==> config.mk <==
export PLATFORM = sky130hd
export DESIGN_NAME = fetch_controller
export DESIGN_NICKNAME = d
export VERILOG_FILES = /design/src/rtl/fetch_controller.sv
export SDC_FILE = /design/constraint.sdc
export NUM_CORES = 1
export LEC_CHECK = 0
export ABC_AREA = 1
export CAP_MARGIN = 15
export CORE_ASPECT_RATIO = 1.75
export CORE_UTILIZATION = 40
export DETAILED_ROUTE_END_ITERATION = 6
export MAX_ROUTING_LAYER = met4
export PLACE_DENSITY_LB_ADDON = 0.05
export SLEW_MARGIN = 30
export SYNTH_ARGS = -nofsm -noshare
export SYNTH_HDL_FRONTEND = slang
export SYNTH_SLANG_ARGS = --single-unit
==> constraint.sdc <==
create_clock -name clk -period 1.9 [get_ports clk]
set_input_delay 0.38 -clock clk [delete_from_list [all_inputs] [get_ports clk]]
set_output_delay 0.38 -clock clk [all_outputs]
set_load 0.02 [all_outputs]
==> src/rtl/fetch_controller.sv <==
// Instruction fetch sequencer: owns the PC, handshakes with instruction memory, presents one instruction to decode.
// Optional zero-word halt detection enabled by defining FETCH_HALT_DETECT_EN.
module fetch_controller #(
  parameter logic [31:0] RESET_PC  = 32'h0000_0000,
  parameter int unsigned MEM_BYTES = 256
) (
  input  logic        clk,
  input  logic        reset,
  input  logic        stall,
  input  logic        redirect_valid,
  input  logic [31:0] redirect_pc,
  output logic        mem_req,
  output logic [31:0] mem_addr,
  input  logic        mem_ready,
  input  logic [31:0] mem_rdata,
  output logic        inst_valid,
  output logic [31:0] inst,
  output logic [31:0] inst_pc,
  output logic        halted,
  output logic        fault
);

  localparam logic [31:0] LAST_PC = 32'(MEM_BYTES - 4);

  typedef enum logic [1:0] {S_REQ, S_VALID, S_HALT, S_FAULT} state_t;

  state_t      state;
  state_t      state_nx;
  logic [31:0] pc;
  logic        pend;
  logic [31:0] pend_pc;
  logic [31:0] inst_q;
  logic [31:0] inst_pc_q;
  logic        pc_bad_c;
  logic        redir_hit_c;
  logic        halt_word_c;

  assign pc_bad_c    = (pc[1:0] != 2'b00) || (pc > LAST_PC);
  assign redir_hit_c = pend || redirect_valid;

`ifdef FETCH_HALT_DETECT_EN
  assign halt_word_c = (mem_rdata == 32'h0000_0000);
`else
  assign halt_word_c = 1'b0;
`endif

  // State register
  always_ff @(posedge clk) begin
    if (reset) state <= S_REQ;
    else       state <= state_nx;
  end

  // Next-state logic
  always_comb begin
    state_nx = state;
    case (state)
      S_REQ: begin
        if (pc_bad_c)                       state_nx = S_FAULT;
        else if (mem_ready && !redir_hit_c) state_nx = halt_word_c ? S_HALT : S_VALID;
      end
      S_VALID: begin
        if (redirect_valid || !stall) state_nx = S_REQ;
      end
      default: state_nx = state;
    endcase
  end

  // PC, pending-redirect and instruction registers; a newer redirect always wins
  always_ff @(posedge clk) begin
    if (reset) begin
      pc        <= RESET_PC;
      pend      <= 1'b0;
      pend_pc   <= 32'h0000_0000;
      inst_q    <= 32'h0000_0000;
      inst_pc_q <= 32'h0000_0000;
    end else begin
      case (state)
        S_REQ: begin
          if (!pc_bad_c) begin
            if (mem_ready) begin
              if (redir_hit_c) begin
                pc   <= redirect_valid ? redirect_pc : pend_pc;
                pend <= 1'b0;
              end else if (!halt_word_c) begin
                inst_q    <= mem_rdata;
                inst_pc_q <= pc;
              end
            end else if (redirect_valid) begin
              pend    <= 1'b1;
              pend_pc <= redirect_pc;
            end
          end
        end
        S_VALID: begin
          if (redirect_valid) pc <= redirect_pc;
          else if (!stall)    pc <= pc + 32'd4;
        end
        default: ;
      endcase
    end
  end

  // Output decode; everything reads 0 while reset is held
  always_comb begin
    mem_req    = 1'b0;
    mem_addr   = 32'h0000_0000;
    inst_valid = 1'b0;
    inst       = 32'h0000_0000;
    inst_pc    = 32'h0000_0000;
    halted     = 1'b0;
    fault      = 1'b0;
    if (!reset) begin
      mem_addr = pc;
      inst     = inst_q;
      inst_pc  = inst_pc_q;
      case (state)
        S_REQ:   mem_req    = !pc_bad_c;
        S_VALID: inst_valid = 1'b1;
`ifdef FETCH_HALT_DETECT_EN
        S_HALT:  halted     = 1'b1;
`endif
        S_FAULT: fault      = 1'b1;
        default: ;
      endcase
    end
  end

endmodule

**Word level (Yosys, flattened, before mapping)**

Index checks and enable logic that the tools add are counted.

- Add/sub/neg operators: 1
- Order comparisons: 1
- Equal/unequal tests: 9
- Multiplexer cells: 23
- Bitwise gates (word level): 3
- Reduce and logical (&&, ||, !) cells: 16

Operators by type and width:

| kind | count |
|---|---|
| $mux 32 | 9 |
| $pmux 32 s2 | 1 |
| $add 32x3->32 const B | 1 |
| $gt 32x8->1 const B | 1 |
| $mux 1 | 9 |
| $ne 2x2->1 const B | 4 |
| $reduce_and 4->1 | 2 |
| $mux 2 | 3 |
| $ne 3x3->1 const B | 2 |
| $reduce_and 3->1 | 2 |
| $reduce_bool 2->1 | 3 |
| $reduce_and 5->1 | 1 |
| $pmux 2 s2 | 1 |
| $logic_not 1->1 | 3 |
| $logic_or 1x1->1 | 3 |
| $not 1->1 | 3 |
| $eq 2x1->1 const B | 1 |
| $eq 2x2->1 const B | 1 |
| $logic_not 2->1 | 1 |
| $ne 2x1->1 const B | 1 |
| $logic_and 1x1->1 | 1 |

- Register bits after elaboration: 131
- Input port bits: 69
- Output and inout bits: 100
- Word-level logic and storage cells: 59

**Longest topological paths before layout**

Gate-level depths: netlist of run 1.

- Depth after elaboration: 6
- Depth in mapped cells: 12
- Mapped depth without buffers: 12

**Worst setup path after synthesis of run 1**

Ideal clock, no wire load.

- Path type: input -> output
- Start: in reset
- End: out inst[10]
- Arrival time: 1.310 ns
- Data required time: 1.520 ns
- Setup slack: 0.210 ns
- Stages on the path: 4
- Buffers on the path: 3
- Cell sequence: clkbuf_1 > clkbuf_1 > clkbuf_1 > nor2_1

- Cells in the longest elaborated chain, start to end: 1

RTL lines:

| item | RTL line | RTL |
|---|---|---|
| start, declared | 8 | `input logic reset,` |
| $mux 32 | 112 | `if (!reset) begin` |
| end, declared | 17 | `output logic [31:0] inst,` |

No other way between the ends.

**Final worst setup path of run 1**

- Start: reg pc[13]
- End: out mem_req

- Cells in the longest elaborated chain, start to end: 5

RTL lines:

| item | RTL line | RTL |
|---|---|---|
| start, declared | 29 | `logic [31:0] pc;` |
| start signal, assigned | 82 | `pc <= redirect_valid ? redirect_pc : pend_pc;` |
| start signal, assigned | 95 | `if (redirect_valid) pc <= redirect_pc;` |
| start signal, assigned | 96 | `else if (!stall) pc <= pc + 32'd4;` |
| $gt 32x8->1 | 38 | `assign pc_bad_c = (pc[1:0] != 2'b00) \|\| (pc > LAST_PC);` |
| $logic_or 1x1->1 | 38 |  |
| $logic_not 1->1 | 117 | `S_REQ: mem_req = !pc_bad_c;` |
| $mux 1 | 116 | `case (state)` |
| $mux 1 | 112 |  |
| end, declared | 12 | `output logic mem_req,` |

No other way between the ends.

==> results.sh, run 1 <==
export IMPL_seqPwrFrac=0.306
export IMPL_wl_um=24600
export IMPL_path_cells="nor2_2, nand2_1, nor2_1, nand2_2, nor2_4, nand2_2, nor2_2, buf_6"
export IMPL_violations="negative setup slack"
export IMPL_grt_pass1_wl_um=38000
export IMPL_worst_r2r_path_depth=12
export IMPL_final_seq_area_sq_mm=0.00263
export IMPL_cts_buffer_depth=2
export IMPL_grt_pass1_vias=7655
export IMPL_ios=169
export IMPL_setup_worst_path_end_class="output pin"
export IMPL_ys_seq_area_frac=0.367
export IMPL_drv_slew=0
export IMPL_status="finished, violations left"
export IMPL_initial_core_util=0.410
export IMPL_drtAntennaViolNets=0
export IMPL_drv_cap=0
export IMPL_whs_ns=0.442
export IMPL_syn_instance_count=1210
export IMPL_synthFlopType="dfxtp_1"
export IMPL_crit_required_ns=1.52
export IMPL_crit_arrival_ns=1.60
export IMPL_drive_gt1_frac=0.127
export IMPL_finalCriticalPeriod_ns=1.98
export IMPL_viasPerCell=4.87
export IMPL_h_tree_depth=4
export IMPL_coreArea_sq_mm=0.0175
export IMPL_fin_crit_sh=1.04
export IMPL_drc=0
export IMPL_clockRootBuffer="clkbuf_16"
export IMPL_placed_area_sq_mm=0.00969
export IMPL_timing_fmax_mhz=506
export IMPL_dpl_worst_slack_ns=-0.203
export IMPL_synthTopCellsByArea="dfxtp_1 37%, nand2_1 18%, nor2_1 14%, inv_1 7.1%, a21oi_1 5.7%"
export IMPL_netlist_cell_type_count=29
export IMPL_setup_viol=1
export IMPL_p_per_area_mw_per_mm2=1030
export IMPL_crit_slowest_cell="dfxtp_1"
export IMPL_grt_max_degree=60
export IMPL_finalPower_mw=10.8
export IMPL_finalHoldViolations=0
export IMPL_final_cell_area_sq_mm=0.0105
export IMPL_internal_power_mw=6.64
export IMPL_synth_warnings=0
export IMPL_dieWidth_um=103
export IMPL_multi_input_area_sq_mm=0.00373
export IMPL_synth_top_cell_by_area="dfxtp_1"
export IMPL_async_flop_share=0
export IMPL_crit_path_start_kind="flip-flop"
export IMPL_overflow=0
export IMPL_cts_tree="built"
export IMPL_path_class="flip-flop to output pin"
export IMPL_ys_seq_elements=131
export IMPL_gr_usage_all_layers=0.279
export IMPL_clock_sinks=131
export IMPL_synth_edf_count=0
export IMPL_row_count=64
export IMPL_path_clk_slew_ns=0.06
export IMPL_slowest_delay_ns=0.33
export IMPL_fillers=1845
export IMPL_p_sw_mw=4.13
export IMPL_clkLatencyLatePin_ns=0.42
export IMPL_gp_congestion=0.960
export IMPL_cts_buffers=17
export IMPL_avgRoutedWirePerCell_um=14.6
export IMPL_hold_path_class="flip-flop to flip-flop"
export IMPL_vdd_drop_max_uv=594
export IMPL_antenna_found_initial=0
export IMPL_die_y_um=179
export IMPL_holdPathStages=2
export IMPL_syn_avg_cell_area_sq_um=5.91
export IMPL_port_buffers=167
export IMPL_p_sw_frac=0.383
export IMPL_dr_pass1_iters=5
export IMPL_fin_skew_ns=0.0116
export IMPL_final_nets=1509
export IMPL_antenna_cells=0
export IMPL_drt_iter0_drc=437
export IMPL_synthDominantCellAreaShare=0.367
export IMPL_p_comb_frac=0.382
export IMPL_pwr_share_clk=0.312
export IMPL_grt_setup_unrepaired="yes"
export IMPL_setup_ws_ns=-0.0750
export IMPL_p_leak_nw=5.31
export IMPL_dp_hpwl_um=17900
export IMPL_syn_num_nets=1280
export IMPL_netlist_area_sq_mm=0.00715
export IMPL_vias=8196
export IMPL_syn_to_final_growth_pct=46.4
export IMPL_die_area_sq_mm=0.0184
export IMPL_crit_fanout=2
cell usage in the layout, fill, tap and decap left out, types with 39 or more instances in the layout:
cell / Yosys / routed
dfxtp_1: 131 / 128
o21ai_0: 46 / 45
clkdlybuf4s50_1: 0 / 78
nand2_1: 338 / 334
nor2_1: 272 / 264
inv_1: 136 / 133
a21oi_1: 81 / 80
buf_4: 7 / 87
dlygate4sd2_1: 0 / 46
nand3_1: 58 / 57
nor3_1: 39 / 39
layout make-up:
type / count / area share
multi-input combinational: 871 / 0.357
sequential: 131 / 0.251
tap: 231 / 0.0276
inverter: 142 / 0.0511
clock buffer: 17 / 0.0407
clock inverter: 15 / 0.0158
timing repair buffer: 276 / 0.257
cells in the mapped netlist, types with 4 or more instances:
cell type / instances
o21ai_0: 46
nor2_4: 4
buf_4: 7
nor3_1: 39
nand3_1: 58
buf_1: 8
buf_2: 18
nor2_1: 272
inv_1: 136
clkbuf_1: 30
o21ai_1: 5
nand4_1: 5
a31oi_1: 4
a21oi_1: 81
nor2_2: 4
dfxtp_1: 131
nand2_1: 338
inv_2: 6
per-stage QoR:
stage	utilization	cells	TNS, ns
2_1_floorplan	-	1210	0
3_3_place_gp	0.555	1643	-2.08
3_5_place_dp	0.555	1643	-3.40
4_1_cts	0.587	1675	-0.106
5_1_grt	0.599	1683	-0.542
6_report	0.599	1683	-0.0750
routing by layer:
metal / share of wire / routed length, um / vias to the layer above / GRT usage
met5: 0 / 0 / - / -
met4: 0.048 / 1180 / 0 / 0.149
met3: 0.055 / 1360 / 68 / 0.0386
met2: 0.51 / 12500 / 264 / 0.481
met1: 0.39 / 9540 / 3679 / 0.305
li1: - / - / 4185 / -
logic make-up after synthesis:
family,count (synthesis),share of synthesized area
AOI/OAI and AO/OA,145,0.106
xor gates and xnor gates,1,0.00123
adders and majority gates,1,0.00175
buffers and inverters,209,0.120
DFF,131,0.367
other,1,0.000525
and+or+nand+nor,722,0.404
sequential cells by signal (all words and copies together) (netlist names):
name and cells:
inst_pc_q 32, inst_q 32, pc 32, pend 1, pend_pc 32, state 2
power groups by stage:
stage	Combinational [mW]	Clock (mW)	Sequential (mW)
2_1_floorplan	2.08	0	3.36
3_3_place_gp	3.95	0	3.31
3_5_place_dp	3.95	0	3.33
4_1_cts	3.92	3.43	3.28
5_1_grt	4.54	3.54	3.33
6_report	4.11	3.36	3.29
repair_timing:
action / in CTS / in global routing
endpoints found under the setup margin: 52 / 91
hold buffers: 0 / 0
pin swaps: 2 / 8
gates cloned: 0 / 4
buffers inserted: 0 / 4
resized for setup: 65 / 72
path summary, 6_finish.rpt:
kind            startpoint             to  slack [ns]
min reg2reg  inst_pc_q[13]  inst_pc_q[13]        0.44
max                 pc[13]        mem_req       -0.08
min          inst_pc_q[13]  inst_pc_q[13]        0.44
max reg2reg         pc[13]      inst_q[3]        0.12
worst max-delay path, delay by kind of cell, from the launching register on:
kind,cells,cell delay [ns]
flip-flops,1,0.33
buffers and inverters,1,0.13
AND/OR/NAND/NOR,7,0.73
Power figures use the tool's default switching activity.
==> run 2, diff against run 1 <==
--- a/config.mk
+++ b/config.mk
@@ -10,8 +10,9 @@
 export CORE_ASPECT_RATIO = 1.75
 export CORE_UTILIZATION = 40
 export DETAILED_ROUTE_END_ITERATION = 6
+export GPL_TIMING_DRIVEN = 0
 export MAX_ROUTING_LAYER = met4
-export PLACE_DENSITY_LB_ADDON = 0.05
+export PLACE_DENSITY = 0.67
 export SLEW_MARGIN = 30
 export SYNTH_ARGS = -nofsm -noshare
 export SYNTH_HDL_FRONTEND = slang
==> run 2 against run 1 <==
The flow still finishes with violations (negative setup slack); die area unchanged; critical endpoint unchanged; sequential power increased by 6.7%; critical path type unchanged; register-to-register slack got worse by 0.10 ns; wire length increased by 8.3%; worst setup slack got worse by 0.086 ns; final area decreased by 1.9%; utilization decreased by 1.1 points; hold slack improved by 0.0037 ns.
==> results.sh, run 2 (synthesis results as in run 1) <==
export IMPL_dieWidth_um=103
export IMPL_path_cells="nor2_2, nand2_1, nor2_2, nand2_2, nor2_4, nand2_4, nor2_4, buf_6"
export IMPL_grt_max_degree=17
export IMPL_crit_required_ns=1.52
export IMPL_row_count=64
export IMPL_wl_um=26600
export IMPL_cts_tree="built"
export IMPL_final_nets=1503
export IMPL_drc=0
export IMPL_crit_family="simple AND/OR/NAND/NOR gates"
export IMPL_initial_core_util=0.410
export IMPL_antenna_found_initial=0
export IMPL_setup_viol=1
export IMPL_clockRootBuffer="clkbuf_16"
export IMPL_status="finished, violations left"
export IMPL_ios=169
export IMPL_layout_common_cells="330 x nand2_1, 244 x nor2_1, 124 x inv_1"
export IMPL_port_buffers=165
export IMPL_holdPathStages=2
export IMPL_drt_iter0_drc=408
export IMPL_setup_worst_path_end_class="output pin"
export IMPL_timing_fmax_mhz=485
export IMPL_crit_fanout=7
export IMPL_slowest_delay_ns=0.38
export IMPL_critPathBufInv=1
export IMPL_syn_to_final_growth_pct=43.6
export IMPL_dr_pass1_iters=5
export IMPL_reg2reg_from="pc[24]"
export IMPL_crit_slowest_cell="dfxtp_4"
export IMPL_whs_ns=0.446
export IMPL_dpl_worst_slack_ns=-1.04
export IMPL_fin_skew_ns=0.0138
export IMPL_drtAntennaViolNets=0
export IMPL_grt_setup_unrepaired="yes"
export IMPL_final_common_cell="nand2_1"
export IMPL_crit_arrival_ns=1.68
export IMPL_drv_slew=0
export IMPL_hold_path_class="flip-flop to flip-flop"
export IMPL_fillers=1816
export IMPL_die_area_sq_mm=0.0184
export IMPL_setup_ws_ns=-0.161
export IMPL_gp_congestion=0.989
export IMPL_grt_pass1_vias=7992
export IMPL_fin_tns_setup_ns=-0.161
export IMPL_vdd_drop_max_uv=680
export IMPL_finalCriticalPeriod_ns=2.06
export IMPL_holdPathEnd="inst_pc_q[29]"
export IMPL_cts_buffer_depth=2
export IMPL_cts_buffers=17
export IMPL_antenna_cells=0
export IMPL_slew_headroom=0.525
export IMPL_crit_path_start_kind="flip-flop"
export IMPL_p_per_area_mw_per_mm2=1060
export IMPL_final_core_util=0.588
export IMPL_p_leak_nw=4.67
export IMPL_finalPower_mw=10.8
export IMPL_vias=8345
export IMPL_die_y_um=179
export IMPL_worst_r2r_path_depth=13
export IMPL_path_class="flip-flop to output pin"
export IMPL_finalHoldViolations=0
export IMPL_overflow=0
export IMPL_violations="negative setup slack"
export IMPL_path_clk_slew_ns=0.06
export IMPL_coreArea_sq_mm=0.0175
export IMPL_reg2reg_slack_ns=0.02
export IMPL_viasPerCell=4.98
export IMPL_dp_hpwl_um=20000
export IMPL_rr_endpoint="inst_q[27]"
export IMPL_h_tree_depth=4
export IMPL_clock_sinks=131
export IMPL_gr_usage_all_layers=0.301
export IMPL_avgRoutedWirePerCell_um=15.9
export IMPL_clkLatencyLatePin_ns=0.43
export IMPL_worst_slew_pin_slew_ns=0.712
export IMPL_drv_cap=0
export IMPL_min_from="inst_pc_q[29]"
export IMPL_grt_pass1_wl_um=40200
export IMPL_fin_crit_sh=1.08
export IMPL_drive_gt1_frac=0.155
-- run 2: stage by stage --
stage	cells	instance area, sq um
global route	1677	10300
finish	1677	10300
global placement	1606	9090
floorplan	1210	7150
CTS	1652	9830
detailed placement	1606	9090
-- run 2: worst max-delay path by stage --
| stage | slack (ns) | to | start | cells after the start |
|---|---|---|---|---|
| finish | -0.16 | mem_req | pc[10] | 8 |
| CTS | -0.13 | mem_req | pc[28] | 8 |
| global route | -0.28 | mem_req | pc[10] | 8 |
| global placement | -1.07 | inst[7] | reset | 5 |
| floorplan | 0.21 | inst[10] | reset | 4 |
| detailed placement | -1.04 | inst[7] | reset | 5 |
-- run 2: where the power goes --
group          internal (mW)  switching [mW]
combinational           1.62            2.46
clock                   1.84            1.42
sequential              3.12           0.390
total                   6.58            4.27
-- run 2: repair_timing --
action,CTS,global route
pin swaps,9,22
setup buffers,14,20
cloned,0,7
gates resized for setup,192,131
setup endpoints to repair,126,160
hold buffers,0,0
-- run 2: tightest hold or removal path, stage by stage (launching register included) --
cell	delay, ns
dfxtp_1	0.30
inv_1	0.06
nor3_1	0.05
-- run 2: final cells by class --
type / instances / area [sq um] / area share
Multi-Input combinational cell: 871 / 3870 / 0.377
Sequential cell: 131 / 2670 / 0.260
Timing Repair Buffer: 203 / 1870 / 0.182
Inverter: 142 / 536 / 0.0522
Buffer: 67 / 464 / 0.0452
Clock buffer: 18 / 429 / 0.0418
Tap cell: 231 / 289 / 0.0281
Clock inverter: 14 / 143 / 0.0139
-- run 2: metal layers --
layer | wire length, um | track usage | vias to the layer above
met3 | 1420 | 0.0620 | 118
met1 | 9380 | 0.278 | 3719
met4 | 1990 | 0.215 | 0
met5 | 0 | - | -
li1 | - | - | 4185
met2 | 13800 | 0.538 | 323
==> run 3, diff against run 2 <==
--- a/config.mk
+++ b/config.mk
@@ -6,13 +6,16 @@
 export NUM_CORES = 1
 export LEC_CHECK = 0
 export ABC_AREA = 1
+export ABC_CLOCK_PERIOD_IN_PS = 1900
 export CAP_MARGIN = 15
+export CELL_PAD_IN_SITES_DETAIL_PLACEMENT = 1
+export CELL_PAD_IN_SITES_GLOBAL_PLACEMENT = 1
 export CORE_ASPECT_RATIO = 1.75
-export CORE_UTILIZATION = 40
+export CORE_UTILIZATION = 34
 export DETAILED_ROUTE_END_ITERATION = 6
 export GPL_TIMING_DRIVEN = 0
 export MAX_ROUTING_LAYER = met4
-export PLACE_DENSITY = 0.67
+export PLACE_DENSITY = 0.82
 export SLEW_MARGIN = 30
 export SYNTH_ARGS = -nofsm -noshare
 export SYNTH_HDL_FRONTEND = slang
==> run 3 against run 2 <==
The run ends with design-rule violations, negative setup slack left; sequential share of layout area shrank 0.24 points; utilization shrank 8.4 points; via count grew 3.3%; clock-buffer cell count grew 3; final cell count grew 0.78%; critical path depth is the same; clock power is essentially flat; combinational power shrank 2%; clock skew shrank 0.0073 ns; largest power group unchanged.
==> results.sh, run 3 (synthesis results as in run 1) <==
export IMPL_antenna_cells=0
export IMPL_status="finished, violations left"
export IMPL_gp_congestion=0.937
export IMPL_fillers=2736
export IMPL_layout_common_cells="329 x nand2_1, 256 x nor2_1, 127 x inv_1"
export IMPL_coreArea_sq_mm=0.0205
export IMPL_drive_gt1_frac=0.173
export IMPL_dr_pass1_iters=7
export IMPL_dp_hpwl_um=22300
export IMPL_timing_fmax_mhz=482
export IMPL_dieWidth_um=112
export IMPL_crit_slowest_cell="dfxtp_1"
export IMPL_crit_fanout=4
export IMPL_critPathBufInv=2
export IMPL_cts_buffer_depth=2
export IMPL_wl_um=30700
export IMPL_avgRoutedWirePerCell_um=18.2
export IMPL_ios=169
export IMPL_hold_path_class="flip-flop to flip-flop"
export IMPL_die_area_sq_mm=0.0216
export IMPL_finalPower_mw=10.8
export IMPL_vias=8622
export IMPL_h_tree_depth=4
export IMPL_finalHoldViolations=0
export IMPL_worst_r2r_path_depth=13
export IMPL_min_from="inst_pc_q[13]"
export IMPL_drc=6
export IMPL_finalCriticalPeriod_ns=2.07
export IMPL_dp_cells=1623
export IMPL_die_y_um=194
export IMPL_antenna_found_initial=0
export IMPL_clkLatencyLatePin_ns=0.44
export IMPL_grt_max_degree=17
export IMPL_cts_tree="built"
export IMPL_fin_skew_ns=0.00653
export IMPL_drv_slew=0
export IMPL_syn_to_final_growth_pct=44.3
export IMPL_holdPathStages=2
export IMPL_final_nets=1499
export IMPL_overflow=0
export IMPL_gr_usage_all_layers=0.284
export IMPL_path_class="flip-flop to output pin"
export IMPL_clock_sinks=131
export IMPL_grt_pass1_vias=8802
export IMPL_multi_input_area_sq_mm=0.00388
export IMPL_grt_pass1_wl_um=45900
export IMPL_violations="design-rule violations, negative setup slack"
export IMPL_final_common_cell="nand2_1"
export IMPL_final_seq_area_sq_mm=0.00266
export IMPL_grt_setup_unrepaired="yes"
export IMPL_p_leak_nw=4.55
export IMPL_crit_path_start_kind="flip-flop"
export IMPL_drv_cap=0
export IMPL_row_count=69
export IMPL_crit_required_ns=1.52
export IMPL_cts_buffers=17
export IMPL_path_clk_slew_ns=0.06
export IMPL_placed_area_sq_mm=0.00911
export IMPL_vdd_drop_max_uv=695
export IMPL_fin_crit_sh=1.09
export IMPL_crit_arrival_ns=1.69
export IMPL_reg2reg_from="pc[19]"
export IMPL_initial_core_util=0.349
export IMPL_setup_worst_path_end_class="output pin"
export IMPL_viasPerCell=5.10
export IMPL_worst_slew_pin_slew_ns=0.669
export IMPL_setup_ws_ns=-0.175
export IMPL_holdPathEnd="inst_pc_q[13]"
export IMPL_path_cells="inv_2, nand3_4, nor2_4, nand2_2, nor2_4, nand2_2, nor2_2, buf_6"
export IMPL_dpl_worst_slack_ns=-1.08
export IMPL_drtAntennaViolNets=0
export IMPL_setup_viol=93
export IMPL_port_buffers=165
export IMPL_p_per_area_mw_per_mm2=1050
export IMPL_rr_endpoint="inst_pc_q[20]"
export IMPL_final_cell_area_sq_mm=0.0103
export IMPL_stdcell_count=1690
export IMPL_clockRootBuffer="clkbuf_16"
export IMPL_slew_headroom=0.554
export IMPL_crit_family="simple AND/OR/NAND/NOR gates"
export IMPL_drt_iter0_drc=352
export IMPL_whs_ns=0.443
export IMPL_slowest_delay_ns=0.35
export IMPL_reg2reg_slack_ns=-0.10
## run 3: cell count changes in the layout (fill, tap and decap cells not counted), sizes merged
cell and change:
clkinvlp -2, clkbuf +30, nor2 -1, clkinv +5
dlygate4sd2 -35, clkdlybuf4s15 +10, buf -5, inv -6
## run 3: metrics by stage
stage                     utilization  TNS, ns
final                           0.504    -4.47
after global routing            0.504   -10.56
after CTS                       0.484   -0.178
after detailed placement        0.445  -107.62
after global placement          0.445  -107.97
after floorplan                     -        0
## run 3: area by class of cell
type,instances,area share
Tap cell,248,0.0301
Inverter,142,0.0522
Sequential cell,131,0.257
Buffer,67,0.0485
Clock buffer,21,0.0466
Clock inverter,11,0.00983
Timing Repair Buffer,200,0.179
Multi-Input combinational cell,870,0.377
## run 3: worst max-delay path by stage
stage | depth (start not counted) | startpoint | slack, ns | to
after floorplan | 4 | reset | 0.21 | inst[10]
after detailed placement | 5 | reset | -1.08 | mem_addr[7]
after global placement | 5 | reset | -1.14 | mem_addr[7]
final | 8 | pc[19] | -0.17 | mem_req
after CTS | 8 | pc[28] | -0.18 | mem_req
after global routing | 8 | pc[19] | -0.21 | mem_req
## run 3: repair_timing
item / CTS / global route
gates cloned: 0 / 7
pin swaps: 10 / 20
hold buffers: 0 / 0
setup buffers: 16 / 12
endpoints found under the setup margin: 218 / 196
resized for setup: 212 / 186
## run 3: tightest hold or removal path, stage by stage (launching register included)
cell     delay [ns]
dfxtp_1        0.29
inv_1          0.06
nor3_1         0.05
## run 3: where the power goes
group / leakage, nW / switching, mW / total (mW) / internal (mW)
Clock: 0.290 / 1.35 / 3.29 / 1.94
Sequential: 1.07 / 0.413 / 3.52 / 3.11
Combinational: 3.19 / 2.54 / 4.00 / 1.46
## run 3: routing by layer
layer	vias to the layer above	wire, um	global-route usage
li1	4176	-	-
met1	4115	10800	0.269
met2	234	17000	0.532
met3	97	1130	0.0419
met4	0	1760	0.175
met5	-	0	-
